File: src/rtl/mem_seq_pkg.sv
// Shared types and constants for the memory-instruction sequencer:
// operation / register encodings, per-operation step counts and the
// step windows in which each strobe is active.
package mem_seq_pkg;

  typedef enum logic [1:0] {
    OP_LOAD  = 2'd0,
    OP_STORE = 2'd1,
    OP_LDM1  = 2'd2,
    OP_LDM2  = 2'd3
  } op_e;

  typedef enum logic [1:0] {
    REG_A = 2'd0,
    REG_B = 2'd1,
    REG_C = 2'd2,
    REG_D = 2'd3
  } reg_idx_e;

  typedef enum logic [1:0] {
    ST_IDLE = 2'd0,
    ST_RUN  = 2'd1,
    ST_DONE = 2'd2
  } state_e;

  typedef logic [3:0] step_t;

  // Number of steps each operation spends in RUN
  localparam step_t STEPS_LOAD  = 4'd8;
  localparam step_t STEPS_STORE = 4'd8;
  localparam step_t STEPS_LDM   = 4'd6;

  // LOAD windows: address select wraps the read, read wraps the register load
  localparam step_t LOAD_SELM_LO  = 4'd2;
  localparam step_t LOAD_SELM_HI  = 4'd6;
  localparam step_t LOAD_READ_LO  = 4'd3;
  localparam step_t LOAD_READ_HI  = 4'd6;
  localparam step_t LOAD_LDREG_LO = 4'd4;
  localparam step_t LOAD_LDREG_HI = 4'd5;

  // STORE windows: address select and register drive wrap the write
  localparam step_t STORE_SELM_LO   = 4'd2;
  localparam step_t STORE_SELM_HI   = 4'd6;
  localparam step_t STORE_SELREG_LO = 4'd3;
  localparam step_t STORE_SELREG_HI = 4'd6;
  localparam step_t STORE_WRITE_LO  = 4'd4;
  localparam step_t STORE_WRITE_HI  = 4'd5;

  // LDM1/LDM2 windows: register drive wraps the single-cycle address load
  localparam step_t LDM_SELREG_LO = 4'd2;
  localparam step_t LDM_SELREG_HI = 4'd4;
  localparam step_t LDM_LOAD_LO   = 4'd3;
  localparam step_t LDM_LOAD_HI   = 4'd3;

  function automatic step_t op_steps(input op_e op);
    case (op)
      OP_LOAD:  return STEPS_LOAD;
      OP_STORE: return STEPS_STORE;
      default:  return STEPS_LDM;
    endcase
  endfunction

  function automatic logic in_window(input step_t s, input step_t lo, input step_t hi);
    return (s >= lo) && (s <= hi);
  endfunction

endpackage

File: src/rtl/mem_sequencer_counter.sv
// Step counter for the sequencer: cleared on reset or on leaving RUN,
// loaded with 1 on entry to RUN, advanced only when asked, and flags
// when the current step equals the operation's final step.
module seq_step_counter
  import mem_seq_pkg::*;
(
  input  logic  clk,
  input  logic  reset,
  input  logic  clear,
  input  logic  load_first,
  input  logic  advance,
  input  step_t limit,
  output step_t count,
  output logic  at_limit
);

  // Step register: clear wins over load, load wins over advance, else hold
  always_ff @(posedge clk or posedge reset) begin
    if (reset) begin
      count <= '0;
    end else if (clear) begin
      count <= '0;
    end else if (load_first) begin
      count <= 4'd1;
    end else if (advance) begin
      count <= count + 4'd1;
    end
  end

  assign at_limit = (count == limit);

endmodule

File: src/rtl/mem_sequencer.sv
// Memory-class instruction sequencer. Captures an operation and register
// index on start, steps through a fixed sequence of strobes while step_en
// allows, pulses done, then returns to idle. Outputs decode only registered
// state, so no input reaches an output combinationally.
module mem_sequencer
  import mem_seq_pkg::*;
(
  input  logic       clk,
  input  logic       reset,
  input  logic       step_en,
  input  logic       start,
  input  logic [1:0] op,
  input  logic [1:0] rsel,
  output logic       ldM1,
  output logic       ldM2,
  output logic       selM,
  output logic       mem_read,
  output logic       mem_write,
  output logic [3:0] ld_reg,
  output logic [3:0] sel_reg,
  output logic       busy,
  output logic       done
);

  state_e   state;
  state_e   state_next;
  op_e      op_q;
  reg_idx_e rsel_q;
  logic     capture;
  logic     cnt_clear;
  logic     cnt_first;
  logic     cnt_adv;
  step_t    s;
  logic     s_last;
  logic [3:0] reg_onehot;

  seq_step_counter u_counter (
    .clk        (clk),
    .reset      (reset),
    .clear      (cnt_clear),
    .load_first (cnt_first),
    .advance    (cnt_adv),
    .limit      (op_steps(op_q)),
    .count      (s),
    .at_limit   (s_last)
  );

  // State register
  always_ff @(posedge clk or posedge reset) begin
    if (reset) begin
      state <= ST_IDLE;
    end else begin
      state <= state_next;
    end
  end

  // Operation and register index are latched only when a start is accepted
  always_ff @(posedge clk or posedge reset) begin
    if (reset) begin
      op_q   <= OP_LOAD;
      rsel_q <= REG_A;
    end else if (capture) begin
      op_q   <= op_e'(op);
      rsel_q <= reg_idx_e'(rsel);
    end
  end

  // Next-state and counter control; every transition waits for step_en
  always_comb begin
    state_next = state;
    capture    = 1'b0;
    cnt_clear  = 1'b0;
    cnt_first  = 1'b0;
    cnt_adv    = 1'b0;
    case (state)
      ST_IDLE: begin
        if (step_en && start) begin
          state_next = ST_RUN;
          capture    = 1'b1;
          cnt_first  = 1'b1;
        end
      end
      ST_RUN: begin
        if (step_en) begin
          if (s_last) begin
            state_next = ST_DONE;
            cnt_clear  = 1'b1;
          end else begin
            cnt_adv = 1'b1;
          end
        end
      end
      ST_DONE: begin
        if (step_en) begin
          state_next = ST_IDLE;
        end
      end
      default: begin
        state_next = ST_IDLE;
        cnt_clear  = 1'b1;
      end
    endcase
  end

  assign reg_onehot = 4'b0001 << rsel_q;

  // Strobe decode from the registered state, step and captured operation
  always_comb begin
    ldM1      = 1'b0;
    ldM2      = 1'b0;
    selM      = 1'b0;
    mem_read  = 1'b0;
    mem_write = 1'b0;
    ld_reg    = 4'b0000;
    sel_reg   = 4'b0000;
    busy      = (state == ST_RUN);
    done      = (state == ST_DONE);
    if (state == ST_RUN) begin
      case (op_q)
        OP_LOAD: begin
          selM     = in_window(s, LOAD_SELM_LO, LOAD_SELM_HI);
          mem_read = in_window(s, LOAD_READ_LO, LOAD_READ_HI);
          if (in_window(s, LOAD_LDREG_LO, LOAD_LDREG_HI)) begin
            ld_reg = reg_onehot;
          end
        end
        OP_STORE: begin
          selM      = in_window(s, STORE_SELM_LO, STORE_SELM_HI);
          mem_write = in_window(s, STORE_WRITE_LO, STORE_WRITE_HI);
          if (in_window(s, STORE_SELREG_LO, STORE_SELREG_HI)) begin
            sel_reg = reg_onehot;
          end
        end
        OP_LDM1: begin
          ldM1 = in_window(s, LDM_LOAD_LO, LDM_LOAD_HI);
          if (in_window(s, LDM_SELREG_LO, LDM_SELREG_HI)) begin
            sel_reg = reg_onehot;
          end
        end
        default: begin
          ldM2 = in_window(s, LDM_LOAD_LO, LDM_LOAD_HI);
          if (in_window(s, LDM_SELREG_LO, LDM_SELREG_HI)) begin
            sel_reg = reg_onehot;
          end
        end
      endcase
    end
  end

endmodule

File: config.mk
export PLATFORM = sky130hd
export DESIGN_NAME = mem_sequencer
export DESIGN_NICKNAME = d
export VERILOG_FILES = /design/src/rtl/mem_seq_pkg.sv /design/src/rtl/mem_sequencer_counter.sv /design/src/rtl/mem_sequencer.sv
export SDC_FILE = /design/constraint.sdc
export NUM_CORES = 1
export LEC_CHECK = 0
export CORE_MARGIN = 3
export CORE_UTILIZATION = 40
export CTS_CLUSTER_DIAMETER = 30
export DETAILED_ROUTE_END_ITERATION = 7
export PLACE_DENSITY = 0.81
export SLEW_MARGIN = 20
export SYNTH_ARGS = -nofsm -noshare
export SYNTH_HDL_FRONTEND = slang
export SYNTH_SLANG_ARGS = --single-unit
export TNS_END_PERCENT = 10
File: constraint.sdc
create_clock -name clk -period 2.94 [get_ports clk]
set_input_delay 0.294 -clock clk [delete_from_list [all_inputs] [get_ports clk]]
set_output_delay 0.294 -clock clk [all_outputs]
set_load 0.02 [all_outputs]
==> Word level (Yosys, flattened, before mapping) <==
Index checks and enable logic that the tools add are counted.
{ "word_totals": {"ff_bits": 10, "latchBits": 0, "ram_bits": 0, "mem_bits_ro": 0, "inputBits": 8, "output_inout_bits": 15, "wordCells": 69, "n_memories": 0} }
{ "op_classes": {"addsub": 1, "multipliers": 0, "div_mod_pow": 0, "order_cmp": 7, "eq_ne": 9, "n_shift": 1, "n_mux": 34, "bitwise_logic": 0, "reduce_logical": 13} }
{ "ops": {"columns": ["operator", "n"], "rows": [
  ["4-bit two-way mux", 10],
  ["1-bit two-way mux", 17],
  ["4-bit by 3-bit less-or-equal comparator with 1-bit output (second input constant)", 3],
  ["4-bit by 2-bit greater-or-equal comparator with 1-bit output (second input constant)", 2],
  ["2-bit two-way mux", 4],
  ["4-bit one-hot mux with 2 select lines", 1],
  ["1-bit logical AND", 6],
  ["2-bit inequality test (second input constant)", 3],
  ["2-bit one-hot mux with 3 select lines", 1],
  ["4-bit by 1-bit adder with 4-bit output (second input constant)", 1],
  ["2-bit by 1-bit equality test with 1-bit output (second input constant)", 2],
  ["2-bit equality test (second input constant)", 2],
  ["4-bit equality test", 1],
  ["4-bit by 3-bit greater-or-equal comparator with 1-bit output (second input constant)", 1],
  ["4-bit by 2-bit less-or-equal comparator with 1-bit output (second input constant)", 1],
  ["2-bit logical NOT", 2],
  ["4-bit AND reduction", 1],
  ["2-bit OR reduction", 2],
  ["1-bit by 2-bit << shifter with 4-bit output (first input constant)", 1],
  ["3-bit nonzero test", 1],
  ["3-bit OR reduction", 1],
  ["2-bit by 1-bit inequality test with 1-bit output (second input constant)", 1],
  ["1-bit one-hot mux with 2 select lines", 1]
]} }

==> Logic depth before layout (Yosys ltp) <==
{ "logic_depth": {"word_depth": 10, "depth_mapped": 7, "depth_no_buf": 6} }

==> Cells and area by module <==
Synthesis repeated with hierarchy kept, for this count alone.
{ "unflattened": {"cells_unflattened": 90, "hier_area_um2": 790.8} }
{ "modules_own_cells": {"columns": ["module", "n_inst", "cells_per_inst", "area_each_um2", "seq_area_each_um2"], "rows": [
  ["mem_sequencer", 1, 67, 545.5, 150.1],
  ["seq_step_counter", 1, 23, 245.2, 100.1]
]} }

==> Worst setup path before layout <==
OpenSTA, ideal clock, no wires.
{ "synth_timing": {"kind": "reg-to-output", "from": "register u_counter.count[0]", "to": "output port sel_reg[0]", "arrival_time_ns": 2.175, "required_ns": 2.646, "slack_ns": 0.471, "stages_incl_launch_ff": 7, "path_buffers": 0, "cell_sequence": "dfrtp_1 -> inv_1 -> ha_1 -> and3b_1 -> or3_4 -> o32a_4 -> nor4_1"} }
{ "synth_via": {"elab_chain_cells": 5, "word_cells_on_any_way": 10, "classes_between": "order compare (4); mux (4); reduce/logical (2)"} }
{ "synth_lines": {"columns": ["element", "line_no", "source"], "rows": [
  ["start, declared", "mem_sequencer_counter.sv:13", "output step_t count,"],
  ["start signal, assigned", "mem_sequencer_counter.sv:26", "count <= count + 4'd1;"],
  ["4-bit by 2-bit greater-or-equal comparator with 1-bit output or 4-bit by 3-bit less-or-equal comparator with 1-bit output (tied branches)", "mem_seq_pkg.sv:64", "return (s >= lo) && (s <= hi);"],
  ["1-bit logical AND", "mem_seq_pkg.sv:64", null],
  ["4-bit two-way mux, on equally long branches", "mem_sequencer.sv:136, mem_sequencer.sv:142, mem_sequencer.sv:130", null],
  ["4-bit one-hot mux with 2 select lines *", "mem_sequencer.sv:119", "case (op_q)"],
  ["4-bit two-way mux *", "mem_sequencer.sv:118", "if (state == ST_RUN) begin"],
  ["end, declared", "mem_sequencer.sv:20", "output logic [3:0] sel_reg,"]
]} }
Mark *: on every way between the ends. The rest lies on a longest branch, timed or not.

==> Worst setup path in the final report <==
{ "layout_timing": {"from": "register u_counter.count[1]", "to": "output port ld_reg[2]"} }
{ "layout_via": {"elab_chain_cells": 5, "word_cells_on_any_way": 6, "classes_between": "order compare (2); mux (3); reduce/logical (1)"} }
{ "layout_lines": {"columns": ["element", "line_no", "source"], "rows": [
  ["4-bit by 3-bit greater-or-equal comparator with 1-bit output or 4-bit by 3-bit less-or-equal comparator with 1-bit output (tied branches)", "mem_seq_pkg.sv:64", null],
  ["1-bit logical AND *", "mem_seq_pkg.sv:64", null],
  ["4-bit two-way mux *", "mem_sequencer.sv:123", "if (in_window(s, LOAD_LDREG_LO, LOAD_LDREG_HI)) begin"],
  ["4-bit two-way mux *", "mem_sequencer.sv:119", null],
  ["4-bit two-way mux *", "mem_sequencer.sv:118", null],
  ["end, declared", "mem_sequencer.sv:19", "output logic [3:0] ld_reg,"]
]} }
Marks and branches as above.

==> insert_results.sql <==
INSERT INTO impl_metrics (metric_group, metric, value, unit) VALUES
('global_routing', 'maximum_number_of_pins_on_one_net_before_global_route_repair', '12', ''),
('drt', 'drt-total-wl', '1867', 'microns'),
('sta', 'share_of_the_cycle_needed_by_the_critical_path_after_routing', '0.9304', ''),
('synth', 'synthesis.area_per_instance', '9.562', 'sq um'),
('global_routing', 'grt_pass1_vias', '669', ''),
('setup_path', 'timing.critical_path.buf_inv', '2', ''),
('layout', 'multi_input_gate_area', '467.9', 'sq um'),
('placed_design', 'place.detailed.hpwl', '1410', 'microns'),
('placed_design', 'last_weighted_congestion_value_of_the_routability_driven_placer', '0.8278', ''),
('clocking', 'cts-hold-fix-buffers', '0', ''),
('layout', 'fin_nets', '119', ''),
('synth', 'dominant_combinational_cell_family_by_area_after_synthesis', 'simple AND/OR/NAND/NOR gates', ''),
('power_and_ir_drop', 'total_power', '945.2', 'uW'),
('setup_path', 'endpoint_kind', 'output pin', ''),
('drt', 'vias_per_cell', '5.420', ''),
('sta', 'rsz0062_at_grt', 'false', ''),
('synth', 'synth_cells', '81', ''),
('drt', 'drt_pre_antenna_iters', '3', ''),
('global_routing', 'grt_antenna_before_repair', '0', ''),
('power_and_ir_drop', 'power_leakage', '0.4759', 'nW'),
('synth', 'synth_compound_gate_area_share', '0.1567', ''),
('synth', 'synthXorXnorAreaFrac', '0.01131', ''),
('placed_design', 'io_buffers', '22', ''),
('layout', 'flow.area_growth_from_synthesis', '36.67', '%'),
('clocking', 'cts_tree', 'yes', ''),
('die', 'die_area', '2500', 'sq um'),
('global_routing', 'grt_first_pass_wirelength', '3015', 'microns'),
('synth', 'synthAdderAreaFrac', '0.06462', ''),
('layout', 'postLayoutCoreUtil', '0.5937', ''),
('setup_path', 'critPathSlowestCell', 'clkdlybuf4s50_1', ''),
('sta', 'layout_setup_ws', '0.2046', 'ns'),
('synth', 'yosysUniqueCellTypes', '37', ''),
('setup_path', 'critical-path-top-delay-family', 'simple AND/OR/NAND/NOR gates', ''),
('sta', 'final_period_minus_worst_setup_slack', '2.735', 'ns'),
('setup_path', 'critical_path.max_stage_delay', '0.64', 'ns'),
('synth', 'synth.ff_latch_count', '10', ''),
('power_and_ir_drop', 'power_per_cell_area', '892.9', 'nW/um^2'),
('die', 'top_level_ports', '23', ''),
('clocking', 'cts_inserted_buffers', '3', ''),
('synth', 'yosys.cell_count.top_type', 'dfrtp_1', ''),
('drt', 'drt.antenna.violating_nets', '0', ''),
('sta', 'slew_headroom', '0.7100', ''),
('synth', 'fraction_of_synthesis_flops_using_an_asynchronous_set_or_reset_pin', '1.000', ''),
('setup_path', 'crit_path_cell_chain', 'inv_1 -> ha_1 -> o21ai_0 -> nor4_1 -> nand2_1 -> nor3b_1 -> clkdlybuf4s50_1', ''),
('layout', 'num-fill-cells', '160', ''),
('run', 'max_cap_viol_count', '0', ''),
('drt', 'detail_route.drc_violations', '0', ''),
('clocking', 'clockBufferDepth', '2', ''),
('min_path', 'hp-class', 'primary input to async pin', ''),
('setup_path', 'start_kind', 'flop', ''),
('clocking', 'cts.clk_slew.worst_paths', '0.07', 'ns'),
('synth', 'synth.mux.area_fraction', '0.05654', ''),
('outcome', 'run_status', 'finished clean', ''),
('synth', 'ys_seq_area_frac', '0.3231', ''),
('clocking', 'htree_num_levels', '1', ''),
('sta', 'worst_pin_slew', '0.4311', 'ns'),
('drt', 'wire_per_inst', '14.25', 'microns'),
('die', 'die_width', '50', 'microns'),
('sta', 'timing_hold_violations_final', '0', ''),
('power_and_ir_drop', 'vdd_drop_max', '0.4283', 'mV'),
('layout', 'antenna-diode-count', '0', ''),
('sta', 'setup_tns', '0', 'ns'),
('sta', 'clock_skews', '0.001762', 'ns'),
('synth', 'ys_top_cells_by_count', '10 x dfrtp_1, 7 x inv_1, 5 x nor2_1', ''),
('synth', 'yosys.area.top_type_share', '0.3231', ''),
('synth', 'synth_simple_gate_area_frac', '0.3150', ''),
('layout', 'drive_gt1_frac', '0.1792', ''),
('placed_design', 'placed_cell_area', '1018', 'sq um'),
('die', 'core_area', '1783', 'sq um'),
('drt', 'drt-initial-drc-count', '7', ''),
('die', 'rows', '15', '');
-- path summary, 6_finish.rpt --
check / start / to / slack [ns] / depth (start not counted)
min in group clk: u_counter.count[0] / u_counter.count[0] / 0.63 / 2
hold reg to reg: u_counter.count[0] / u_counter.count[0] / 0.63 / 2
setup reg to reg: u_counter.count[2] / u_counter.count[1] / 1.15 / 4
hold / removal: reset / op_q[1] / 0.32 / 2
max in group asynchronous: reset / u_counter.count[1] / 2.32 / 2
setup / recovery: u_counter.count[1] / ld_reg[2] / 0.20 / 7
-- layer usage --
layer,track usage,routed length [microns],vias up,part of all wire
met5,0,0,-,0
met4,0.04147,12,0,0.0064
met3,0.03323,85,2,0.046
met2,0.2848,933,20,0.50
met1,0.1769,835,343,0.45
li1,-,-,345,-
-- what timing repair did --
item | CTS | global route
endpoints found under the setup margin | 4 | 2
hold endpoints to repair | 0 | 0
setup buffers | 0 | 0
gates cloned | 0 | 0
gates resized for setup | 3 | 2
-- flip-flops by register name, indices dropped and copies added, names as in the netlist --
signal,cells
u_counter.count,4
state,2
rsel_q,2
op_q,2
-- cells in the final DEF (no fill, tap or decap), drive strengths merged, types with 3 or more instances in the layout --
master | Yosys | final
clkdlybuf4s50 | 0 | 18
dfrtp | 10 | 10
inv | 7 | 7
nor2 | 5 | 5
o21ai | 4 | 4
nand2 | 4 | 4
nor4 | 4 | 4
ha | 4 | 4
a21oi | 4 | 4
clkbuf | 2 | 4
mux2 | 3 | 3
nor3 | 3 | 3
buf | 2 | 3
-- layout make-up --
type	instances	share of cell area
clock buffers	4	0.03428
inverters	7	0.02482
multi-input cells	60	0.4421
flip-flops and latches	10	0.2376
well taps	25	0.02955
repair buffers	25	0.2317
-- power breakdown --
| part | internal, mW | switching [mW] | leakage (nW) | total [mW] |
|---|---|---|---|---|
| Clock | 0.0752 | 0.0479 | 0.0210 | 0.123 |
| Combinational | 0.254 | 0.260 | 0.333 | 0.513 |
| Sequential | 0.198 | 0.111 | 0.122 | 0.309 |
| Total | 0.526 | 0.419 | 0.476 | 0.945 |
-- logic make-up after synthesis --
logic type | Yosys count
and+or+nand+nor | 35
AOI/OAI and AO/OA | 16
buffers and inverters | 11
DFF | 10
muxes | 4
adders and majority gates | 4
xor gates and xnor gates | 1
No activity file was read; power rests on OpenSTA's default activity.
